$ cat config.mk
export PLATFORM = sky130hd
export DESIGN_NAME = polyphase_split
export DESIGN_NICKNAME = d
export VERILOG_FILES = /design/src/rtl/polyphase_split.sv
export SDC_FILE = /design/constraint.sdc
export NUM_CORES = 1
export LEC_CHECK = 0
export BUFFER_PORTS_ARGS = -buffer_cell sky130_fd_sc_hd__buf_2
export CORE_MARGIN = 2
export CORE_UTILIZATION = 32
export CTS_CLUSTER_DIAMETER = 200
export CTS_CLUSTER_SIZE = 20
export DETAILED_ROUTE_END_ITERATION = 16
export SLEW_MARGIN = 0
export SYNTH_ARGS = -nofsm -noshare
export SYNTH_HDL_FRONTEND = slang
export SYNTH_SLANG_ARGS = --single-unit
$ cat constraint.sdc
create_clock -name clk_var -period 5 [get_ports clk_var]
set_clock_uncertainty 0.15 [all_clocks]
set_input_delay 1 -clock clk_var [delete_from_list [all_inputs] [get_ports clk_var]]
set_output_delay 1 -clock clk_var [all_outputs]
set_load 0.01 [all_outputs]
$ cat src/rtl/polyphase_split.sv
// Input commutator for the halfband polyphase decimator: pairs x[2n]/x[2n+1], buffers
// whole pairs in a small FIFO and fires both branch enables together. Optional macro: SPLIT_DROP_CNT_EN.
module polyphase_split #(
  parameter int DATA_W     = 8,
  parameter int FIFO_DEPTH = 4,
  parameter int CNT_W      = 16
) (
  input  logic                          clk_var,
  input  logic                          reset,
  input  logic                          enable,
  input  logic [DATA_W-1:0]             in_data,
  input  logic                          in_valid,
  input  logic                          out_ready,
  output logic [DATA_W-1:0]             even_data,
  output logic [DATA_W-1:0]             odd_data,
  output logic                          branch_en,
  output logic [$clog2(FIFO_DEPTH):0]   fifo_level,
  output logic                          overflow,
  output logic [CNT_W-1:0]              drop_count,
  output logic                          phase_dbg
);

  localparam int AW = $clog2(FIFO_DEPTH);

  // Handshake: the source has no backpressure, so every in_valid sample taken while
  // enable=1 is consumed; a pair leaves the FIFO on any enabled cycle where the FIFO
  // is non-empty and out_ready=1, and appears one edge later with branch_en high.

  typedef enum logic {
    S_EVEN = 1'b0,
    S_ODD  = 1'b1
  } phase_t;

  phase_t                 phase;
  logic [DATA_W-1:0]      hold;
  logic [2*DATA_W-1:0]    mem [FIFO_DEPTH];
  logic [AW:0]            wr_ptr;
  logic [AW:0]            rd_ptr;
  logic                   branch_q;

  logic empty;
  logic full;
  logic push_req;
  logic pop;
  logic do_push;
  logic drop;

  // The extra pointer MSB distinguishes full from empty when the indices match.
  assign empty    = (wr_ptr == rd_ptr);
  assign full     = (wr_ptr[AW] != rd_ptr[AW]) && (wr_ptr[AW-1:0] == rd_ptr[AW-1:0]);
  assign push_req = enable && in_valid && (phase == S_ODD);
  assign pop      = enable && !empty && out_ready;
  assign do_push  = push_req && (!full || pop);
  assign drop     = push_req && full && !pop;

  assign fifo_level = wr_ptr - rd_ptr;
  assign branch_en  = branch_q && enable;
  assign phase_dbg  = (phase == S_ODD);

  always_ff @(posedge clk_var) begin
    if (do_push) begin
      mem[wr_ptr[AW-1:0]] <= {hold, in_data};
    end
  end

  always_ff @(posedge clk_var) begin
    if (reset) begin
      phase     <= S_EVEN;
      hold      <= '0;
      wr_ptr    <= '0;
      rd_ptr    <= '0;
      even_data <= '0;
      odd_data  <= '0;
      branch_q  <= 1'b0;
      overflow  <= 1'b0;
    end else begin
      // pop already includes enable, so a disabled cycle clears the pulse.
      branch_q <= pop;
      if (enable && in_valid) begin
        case (phase)
          S_EVEN: begin
            hold  <= in_data;
            phase <= S_ODD;
          end
          S_ODD: begin
            phase <= S_EVEN;
          end
          default: phase <= S_EVEN;
        endcase
      end
      if (do_push) begin
        wr_ptr <= wr_ptr + 1'b1;
      end
      if (pop) begin
        rd_ptr    <= rd_ptr + 1'b1;
        even_data <= mem[rd_ptr[AW-1:0]][2*DATA_W-1:DATA_W];
        odd_data  <= mem[rd_ptr[AW-1:0]][DATA_W-1:0];
      end
      if (drop) begin
        overflow <= 1'b1;
      end
    end
  end

`ifdef SPLIT_DROP_CNT_EN
  logic [CNT_W-1:0] drop_cnt_q;

  always_ff @(posedge clk_var) begin
    if (reset) begin
      drop_cnt_q <= '0;
    end else if (drop && (drop_cnt_q != {CNT_W{1'b1}})) begin
      drop_cnt_q <= drop_cnt_q + 1'b1;
    end
  end

  assign drop_count = drop_cnt_q;
`else
  assign drop_count = {CNT_W{1'b0}};
`endif

endmodule

==> key figures, run 1 <==
Outcome
  • Status: complete, no violations

Setup path
  • Setup CP Type: flip-flop to flip-flop
  • Critical path arrival: approximately 3300 ps
  • Worst-path fanout max: 21
  • CP max stage delay: about 1100 ps
  • Crit path cell chain: buf_4, ha_1, and2_1, a311oi_4, mux2_4
  • CP required: approximately 5000 ps
  • Startpoint types: flip-flop
  • Slowest CP cell: a311oi_4
  • Crit. End Element: flip-flop

Clock network
  • H-Tree Level Count: 3
  • Clk buf depth: 2
  • CTS tree: done
  • Cts hold-fix bufs: 0
  • Cts bufs inserted: 9
  • Clk_lat worst skew: around 330 ps
  • Root buffer cell: clkbuf_16
  • CTS resizes: 0
  • Postcts setup bufs: 0
  • CTS clk-pin slew, worst paths: ~70 ps
  • CTS sink count: 97

Die
  • Initial Utilization: 32.94%
  • Core area: ~0.013 sq mm
  • Die area: 0.01397 sq mm
  • Row count: 41
  • Die height: between 100 and 150 um
  • I/O pins: 51
  • Chip Width: 118.2 um

Timing
  • Max Clock Freq: about 310 MHz
  • Minimum clock period: about 3200 ps
  • Period Utilization, post-route: between 60% and 70%
  • Max-Slew Margin vs Limit: 22.40%
  • Final slew viol count: 0
  • RSZ-0062 raised after global routing: no
  • Least-Margin Pin Slew: 1164 ps
  • Final hold violations: 0
  • # setup viols final: 0
  • Fin Setup TNS: 0 ps

Synthesis
  • Count of cell types in the netlist: 31
  • Avg Synthesized Cell Area: ~14 sq um
  • Largest area contributor in the netlist: edfxtp_1
  • Post-synthesis simple-gate area fraction: ~12%
  • Post-synthesis adder-cell area fraction: under 10%
  • Seq/Total Area, Yosys: 61.87%
  • Top cells by area, synth: edfxtp_1 46%, dfxtp_1 16%, mux4_2 8.6%
  • Synth warn: 0
  • Register bit count reported by yosys: 97
  • Cells after Synth: between 300 and 400
  • Main combinational cell family by area after synthesis: multiplexers
  • XOR/XNOR Fraction of Synth Area: 1.259%
  • Post-Syn Area: 0.004174 sq mm
  • Post-synthesis mux area share: 12.29%
  • Synth top area share: 46.04%
  • Compound-cell area share of the yosys netlist: 4.586%

Final layout
  • Multi-input logic area: between 0.001 and 0.0015 sq mm
  • Leading cell type in the layout, fill and taps excluded: edfxtp_1
  • Share of post-route cells with drive strength above 1: 22.16%
  • # diodes: 0
  • Layout area overhead: 13.04%
  • Fill count: about 1,200
  • Reg area: 0.002582 sq mm
  • Most frequent cells in the layout: 64 x edfxtp_1, 34 x nand3_1, 34 x buf_2, 33 x dfxtp_1
  • Nets: 350
  • Core Util, Final: 37.24%

Power
  • Net Sw Frac: 21.13%
  • Psw: about 340 uW
  • Clock Power Share: 40.8%
  • Max IR drop VDD: between 0.0001 and 0.00015 V
  • Pwr dens: between 300 and 400 mW/mm^2
  • LEAKAGE: approximately 1.7 nW
  • Gate power share: about 5.2%
  • Sequential cell fraction of total power: 54.0%
  • Cell Int Power: approximately 1.3 mW

Global route
  • Gr usage total: between 10% and 20%
  • Largest net degree at the start of global routing: about 40
  • First-pass GRT wire length: around 13,000 um
  • Number of global-route vias before repair: 2,398
  • Antenna violations before repair: 0
  • Grt ovf: 0

Placement
  • IO buf count: 34
  • RD Place Congestion: approximately 0.73
  • Post-DP HPWL: between 5000 and 6000 um

Detailed routing
  • WL/cell: 16.44 um
  • Vias per cell: roughly 4.7
  • TritonRoute pass-1 iters: 4
  • Total wire length: roughly 8300 um
  • DRT iter0 DRCs: 185
  • Post-route ant nets: 0
  • DR vias: roughly 2,400
  • DRC errors left: 0

Run
  • Max_cap viols: 0

Worst hold path
  • Worst hold path type: flip-flop to flip-flop
metrics by stage:
step | hold WS (ps) | cell area (sq um) | setup slack, ps | cells | total power, mW
floorplan | 309.9 | 4230 | 2224 | 316 | 0.9570
detailed placement | 352.0 | 4432 | 1612 | 490 | 0.9802
finish | 363.3 | 4718 | 1823 | 506 | 1.625
global route | 377.3 | 4718 | 1599 | 506 | 1.682
global placement | 328.8 | 4432 | 1697 | 490 | 0.9779
CTS | 368.0 | 4718 | 1740 | 506 | 1.638
state kept, by name, summed over array words and instances (netlist names):
signal and count:
odd_data 8, even_data 8, branch_q 1, overflow 1, wr_ptr 3, hold 8
mem 64, rd_ptr 3, phase_dbg 1
logic make-up after synthesis:
| family | after synthesis |
|---|---|
| simple gates | 100 |
| flops | 97 |
| buf+inv | 40 |
| mux | 30 |
| compound gates | 22 |
| fa+ha+maj | 8 |
| xor+xnor | 3 |
| other cells | 1 |
critical path, delay by kind of cell (launching register included):
kind / cells / cell delay (ps)
flip-flops: 1 / 310
multiplexers: 1 / 350
AND/OR/NAND/NOR: 1 / 450
adder cells (fa/ha/maj): 1 / 340
AO/OA/AOI/OAI: 1 / 1130
buffers and inverters: 1 / 340
power groups by stage:
stage,clock network [mW],logic [mW],registers [mW]
3_3_place_gp,0,0.0836,0.894
6_report,0.662,0.0848,0.878
2_1_floorplan,0,0.0596,0.897
5_1_grt,0.708,0.0936,0.880
4_1_cts,0.675,0.0853,0.878
3_5_place_dp,0,0.0851,0.895
final timing paths:
kind / start / to / slack [ps] / cells past startpoint
min: overflow / overflow / 360 / 2
min reg2reg: overflow / overflow / 360 / 2
max reg2reg: rd_ptr[0] / wr_ptr[2] / 1820 / 5
max: rd_ptr[0] / wr_ptr[2] / 1820 / 5
synth_stat cells:
cell / n
a41oi_1: 1
mux4_2: 16
mux2_2: 2
and3b_1: 1
nor2_1: 14
nand2_1: 20
buf_4: 17
nor2b_1: 20
and3_1: 1
conb_1: 1
mux2_4: 2
xor2_4: 1
xnor2_2: 1
and2_1: 5
o211ai_1: 16
a311oi_4: 1
nand3b_1: 1
ha_1: 7
nand3_1: 34
dfxtp_1: 33
inv_1: 6
edfxtp_1: 64
buf_2: 6
mux2i_1: 10
nand2b_1: 4
xnor2_1: 1
fa_1: 1
buf_1: 4
a21oi_1: 3
clkbuf_1: 7
a31oi_4: 1
final cells by class:
type,count,share of cell area [%]
well taps,172,4.561
multi-input cells,179,30.23
inverters,6,0.4773
repair buffers,36,3.925
clock buffers,9,4.773
flip-flops and latches,97,54.73
clock inverters,7,1.299
routing by layer:
metal	vias up	global-route usage, %	wire length (um)
li1	1125	-	-
met3	6	3.185	372
met2	70	19.08	3711
met5	-	0	0
met1	1177	17.50	4161
met4	0	4.066	75
(Power assumes the default switching activity.)
==> inputs of run 2 (changes only) <==
Clock period 5 ns to 3.2 ns, I/O delays scaled along.
==> run 2 against run 1 <==
Count of clock-buffer cells in the layout increased by 1. Non-clock buffer count increased by 7. Routed wire length decreased by 1.3%. Register-to-register slack got worse by 920 ps. First-iteration DRC count decreased by 9.7%. Critical path type is now flip-flop to output pin.
==> key figures, run 2 (synthesized netlist as in run 1, its figures left out) <==
Outcome
  • Status: complete, no violations (unchanged)

Final layout
  • Post-route cell area: 0.004798 sq mm (was 0.004718 sq mm)
  • Leading cell type in the layout, fill and taps excluded: edfxtp_1 (unchanged)
  • Layout area overhead: 14.96% (was 13.04%)
  • Share of post-route cells with drive strength above 1: 24.34% (was 22.16%)
  • Flip-flop count of the largest register after layout: 64 (unchanged)
  • Core Util, Final: 37.87% (was 37.24%)
  • Nets: 357 (was 350)
  • Most frequent cells in the layout: 64 x edfxtp_1, 34 x nand3_1, 34 x buf_2, 33 x dfxtp_1 (unchanged)
  • # diodes: 0 (unchanged)

Setup path
  • Worst-path fanout max: 19 (was 21)
  • Critical path arrival: 1870 ps (was 3250 ps)
  • Crit path max-delay family: XOR/XNOR gates (was compound AO/OA/AOI/OAI gates)
  • Startpoint types: flip-flop (unchanged)
  • Crit. End Element: output pin (was flip-flop)
  • Slowest CP cell: xnor2_2 (was a311oi_4)
  • CP required: 2410 ps (was 5070 ps)
  • CP max stage delay: 780 ps (was 1130 ps)
  • Setup CP Type: flip-flop to output pin (was flip-flop to flip-flop)
  • Crit path buffers/inverters: 1 (unchanged)
  • Crit path cell chain: xnor2_2, xnor2_1, buf_2 (was buf_4, ha_1, and2_1, a311oi_4, mux2_4)

Placement
  • DP Area: 0.004484 sq mm (was 0.004432 sq mm)
  • RD Place Congestion: 0.7491 (was 0.7302)
  • IO buf count: 34 (unchanged)
  • Post-DP HPWL: 5144 um (was 5377 um)

Power
  • LEAKAGE: 1.782 nW (was 1.740 nW)
  • Pwr dens: 545.1 mW/mm^2 (was 344.3 mW/mm^2)
  • Total Power: 2.616 mW (was 1.625 mW)
  • Max IR drop VDD: 0.0002687 V (was 0.0001397 V)

Run
  • Max_cap viols: 0 (unchanged)

Global route
  • Antenna violations before repair: 0 (unchanged)
  • First-pass GRT wire length: 13,160 um (was 13,430 um)
  • Gr usage total: 12.35% (was 12.53%)
  • Largest net degree at the start of global routing: 40 (was 41)
  • Grt ovf: 0 (unchanged)
  • Number of global-route vias before repair: 2,365 (was 2,398)

Clock network
  • H-Tree Level Count: 3 (unchanged)
  • Root buffer cell: clkbuf_16 (unchanged)
  • Cts bufs inserted: 9 (unchanged)
  • CTS sink count: 97 (unchanged)
  • Clk buf depth: 2 (unchanged)
  • CTS clk-pin slew, worst paths: 70 ps (about the same)
  • Postcts setup bufs: 0 (unchanged)
  • Clk_lat worst skew: 330 ps (about the same)
  • CTS resizes: 0 (unchanged)
  • Cts hold-fix bufs: 0 (unchanged)
  • CTS tree: done (unchanged)

Detailed routing
  • DRC errors left: 0 (unchanged)
  • TritonRoute pass-1 iters: 5 (was 4)
  • Post-route ant nets: 0 (unchanged)
  • Vias per cell: 4.647 (was 4.700)
  • WL/cell: 16.01 um (was 16.44 um)
  • Total wire length: 8213 um (was 8320 um)
  • DR vias: 2,384 (was 2,378)
  • DRT iter0 DRCs: 167 (was 185)

Timing
  • Final slew viol count: 0 (unchanged)
  • # setup viols final: 0 (unchanged)
  • RSZ-0062 raised after global routing: no (unchanged)
  • Least-Margin Pin Slew: 931.8 ps (was 1164 ps)
  • Fin Setup TNS: 0 ps (unchanged)
  • Minimum clock period: ~2700 ps
  • Max Clock Freq: about 380 MHz
  • Period Utilization, post-route: between 80% and 90%
  • Final hold violations: 0 (unchanged)
  • Max-Slew Margin vs Limit: 37.57% (was 22.40%)

Die
  • Die height: 118.2 um (unchanged)
  • I/O pins: 51 (unchanged)
  • Row count: 41 (unchanged)
  • Die area: 0.01397 sq mm (unchanged)
  • Initial Utilization: 32.94% (unchanged)
  • Core area: 0.01267 sq mm (unchanged)
  • Chip Width: 118.2 um (unchanged)

Worst hold path
  • Worst hold path type: flip-flop to flip-flop (unchanged)
-- run 2: changes by cell type in the layout (fill, tap and decap cells not counted), sizes merged --
cell / before / now
clkinvlp: 0 / 1
clkinv: 6 / 2
clkbuf: 9 / 10
inv: 6 / 8
buf: 36 / 43
-- run 2: path summary, 6_finish.rpt --
| path | from | end | slack (ps) | cells past startpoint |
|---|---|---|---|---|
| worst max-delay path | rd_ptr[2] | fifo_level[2] | 540 | 3 |
| worst min-delay path | overflow | overflow | 360 | 2 |
| worst max register to register | wr_ptr[0] | wr_ptr[2] | 900 | 6 |
| worst min register to register | overflow | overflow | 360 | 2 |
-- run 2: final cells by class --
cell class | instances | area (sq um)
Tap cell | 172 | 215.2
Timing Repair Buffer | 43 | 237.7
Clock buffer | 10 | 239.0
Clock inverter | 6 | 75.07
Inverter | 6 | 22.52
Fill cell | 1205 | 7873
Sequential cell | 97 | 2582
Multi-Input combinational cell | 179 | 1426
-- run 2: power breakdown --
| part | switching, mW | internal (mW) | leakage [nW] | total (mW) |
|---|---|---|---|---|
| Combinational | 0.0839 | 0.0509 | 0.785 | 0.135 |
| Clock | 0.472 | 0.638 | 0.151 | 1.11 |
| Sequential | 0.0140 | 1.36 | 0.846 | 1.37 |
| Total | 0.570 | 2.05 | 1.78 | 2.62 |
-- run 2: stage by stage --
stage | hold slack, ps | worst slack (ps) | instances
detailed placement | 344.8 | 907.0 | 497
finish | 355.3 | 539.2 | 513
floorplan | 309.9 | 424.4 | 316
global route | 378.0 | 420.5 | 513
CTS | 358.8 | 537.8 | 513
global placement | 339.6 | 939.4 | 497
-- run 2: routing by layer --
layer	wire length, um	track usage (%)
met5	0	0
met4	91	4.066
met3	390	3.330
met2	3942	19.22
met1	3789	16.75
-- run 2: tightest hold or removal path, delay by kind of cell, from the launching register on --
kind            cells  cell delay [ps]
flops               1              350
compound gates      1               50
simple gates        1               70
==> inputs of run 3 (changes only) <==
Clock period 3.2 ns to 2.6 ns, I/O delays scaled along.
==> run 3 against run 2 <==
Combinational power up 22%. Non-clock buffer count unchanged. Clock power up 24%. Final area up 0.52%. Critical endpoint unchanged.
==> key figures, run 3 (synthesized netlist as in run 1, its figures left out) <==
Clock network
  • CTS tree: done (unchanged)
  • Cts hold-fix bufs: 0 (unchanged)
  • Root buffer cell: clkbuf_16 (unchanged)
  • Clk_lat worst skew: 340 ps (was 330 ps)
  • H-Tree Level Count: 3 (unchanged)
  • Clk buf depth: 2 (unchanged)
  • CTS clk-pin slew, worst paths: 70 ps (about the same)
  • Cts bufs inserted: 9 (unchanged)
  • CTS sink count: 97 (unchanged)

Setup path
  • Worst-path fanout max: 4 (was 19)
  • Crit. End Element: output pin (unchanged)
  • Reg-to-reg setup timing slack: 320 ps (was 900 ps)
  • Setup CP Type: flip-flop to output pin (unchanged)
  • Startpoint types: flip-flop (unchanged)
  • CP required: 1930 ps (was 2410 ps)
  • Critical path arrival: 1780 ps (was 1870 ps)

Final layout
  • Nets: 357 (unchanged)
  • Share of post-route cells with drive strength above 1: 25.22% (was 24.34%)
  • Flip-flop count of the largest register after layout: 64 (unchanged)
  • Fill count: 1,205 (unchanged)
  • Multi-input logic area: 0.001441 sq mm (was 0.001426 sq mm)
  • Leading cell type in the layout, fill and taps excluded: edfxtp_1 (unchanged)
  • Layout area overhead: 15.56% (was 14.96%)
  • Reg area: 0.002582 sq mm (unchanged)
  • # diodes: 0 (unchanged)
  • Most frequent cells in the layout: 64 x edfxtp_1, 34 x nand3_1, 34 x buf_2, 33 x dfxtp_1 (unchanged)

Power
  • Pwr dens: 670.7 mW/mm^2 (was 545.1 mW/mm^2)
  • Max IR drop VDD: 0.0003497 V (was 0.0002687 V)
  • LEAKAGE: 1.787 nW (was 1.782 nW)

Global route
  • First-pass GRT wire length: 12,760 um (was 13,160 um)
  • Largest net degree at the start of global routing: 40 (unchanged)
  • Antenna violations before repair: 0 (unchanged)
  • Number of global-route vias before repair: 2,353 (was 2,365)
  • Gr usage total: 11.82% (was 12.35%)
  • Grt ovf: 0 (unchanged)

Die
  • Die area: 0.01397 sq mm (unchanged)
  • Core area: 0.01267 sq mm (unchanged)
  • Initial Utilization: 32.94% (unchanged)
  • Die height: 118.2 um (unchanged)
  • Row count: 41 (unchanged)
  • I/O pins: 51 (unchanged)
  • Chip Width: 118.2 um (unchanged)

Worst hold path
  • Worst hold path type: primary input to flip-flop (was flip-flop to flip-flop)

Placement
  • IO buf count: 34 (unchanged)
  • RD Place Congestion: 0.7773 (was 0.7491)
  • Post-DP HPWL: 5224 um (was 5144 um)

Timing
  • # setup viols final: 0 (unchanged)
  • Period Utilization, post-route: between 90% and 100%
  • Max Clock Freq: around 400 MHz
  • Hold slack: 254.4 ps (was 355.3 ps)
  • Least-Margin Pin Slew: 573.2 ps (was 931.8 ps)
  • Final slew viol count: 0 (unchanged)
  • Fin Setup TNS: 0 ps (unchanged)
  • RSZ-0062 raised after global routing: no (unchanged)
  • Max-Slew Margin vs Limit: 61.79% (was 37.57%)
  • Final hold violations: 0 (unchanged)
  • Minimum clock period: roughly 2400 ps

Outcome
  • Status: complete, no violations (unchanged)

Detailed routing
  • Post-route ant nets: 0 (unchanged)
  • Vias per cell: 4.659 (was 4.647)
  • TritonRoute pass-1 iters: 4 (was 5)
  • DR vias: 2,390 (was 2,384)
  • DRT iter0 DRCs: 192 (was 167)
  • DRC errors left: 0 (unchanged)
  • Total wire length: 7809 um (was 8213 um)
  • WL/cell: 15.22 um (was 16.01 um)

Run
  • Max_cap viols: 0 (unchanged)
## run 3: cell types whose count changed in the layout (fill, tap and decap cells not counted)
| cell | before | now |
|---|---|---|
| clkinv_4 | 2 | 0 |
| inv_6 | 1 | 2 |
| xnor2_2 | 1 | 0 |
| clkinv_8 | 0 | 2 |
| and2_2 | 0 | 3 |
| clkbuf_8 | 1 | 0 |
| and2_1 | 5 | 2 |
| xnor2_4 | 0 | 1 |
## run 3: metrics by stage
stage	utilization (%)	std cells	power (mW)	worst slack [ps]	area (sq um)
after floorplan	-	316	1.840	47.79	4235
after global placement	35.42	497	1.884	410.0	4488
after detailed placement	35.42	497	1.887	325.7	4488
after CTS	37.98	513	3.272	79.22	4812
after global routing	38.07	513	3.356	38.57	4823
final	38.07	513	3.235	152.6	4823
## run 3: repair_timing
item / in CTS / in global routing
buffers inserted: 0 / 0
gates resized for setup: 0 / 1
setup endpoints to repair: 0 / 1
## run 3: worst paths after layout
path	from	end	cells after the start
max	wr_ptr[0]	fifo_level[2]	5
min	in_data[4]	mem[2][4]	1
max reg2reg	wr_ptr[0]	mem[2][6]	5
min reg2reg	overflow	overflow	2
## run 3: layout make-up
type | instances | share of cell area (%)
Tap cell | 172 | 4.462
Sequential cell | 97 | 53.54
Clock inverter | 7 | 2.049
Multi-Input combinational cell | 179 | 29.88
Clock buffer | 9 | 4.669
Inverter | 6 | 0.4669
Timing Repair Buffer | 43 | 4.929
## run 3: power breakdown
part           internal, mW  switching [mW]
Sequential             1.67          0.0178
Clock                 0.775           0.608
Combinational        0.0641           0.101
## run 3: per-layer routing
layer	routed length, um	track usage (%)
met5	0	0
met4	102	4.066
met3	405	3.668
met2	3720	18.61
met1	3581	15.44
## run 3: worst max-delay path: stages (launching register included)
cell     delay [ps]
dfxtp_1         380
inv_1           120
ha_1            240
fa_1            380
xnor2_1         170
buf_2           150
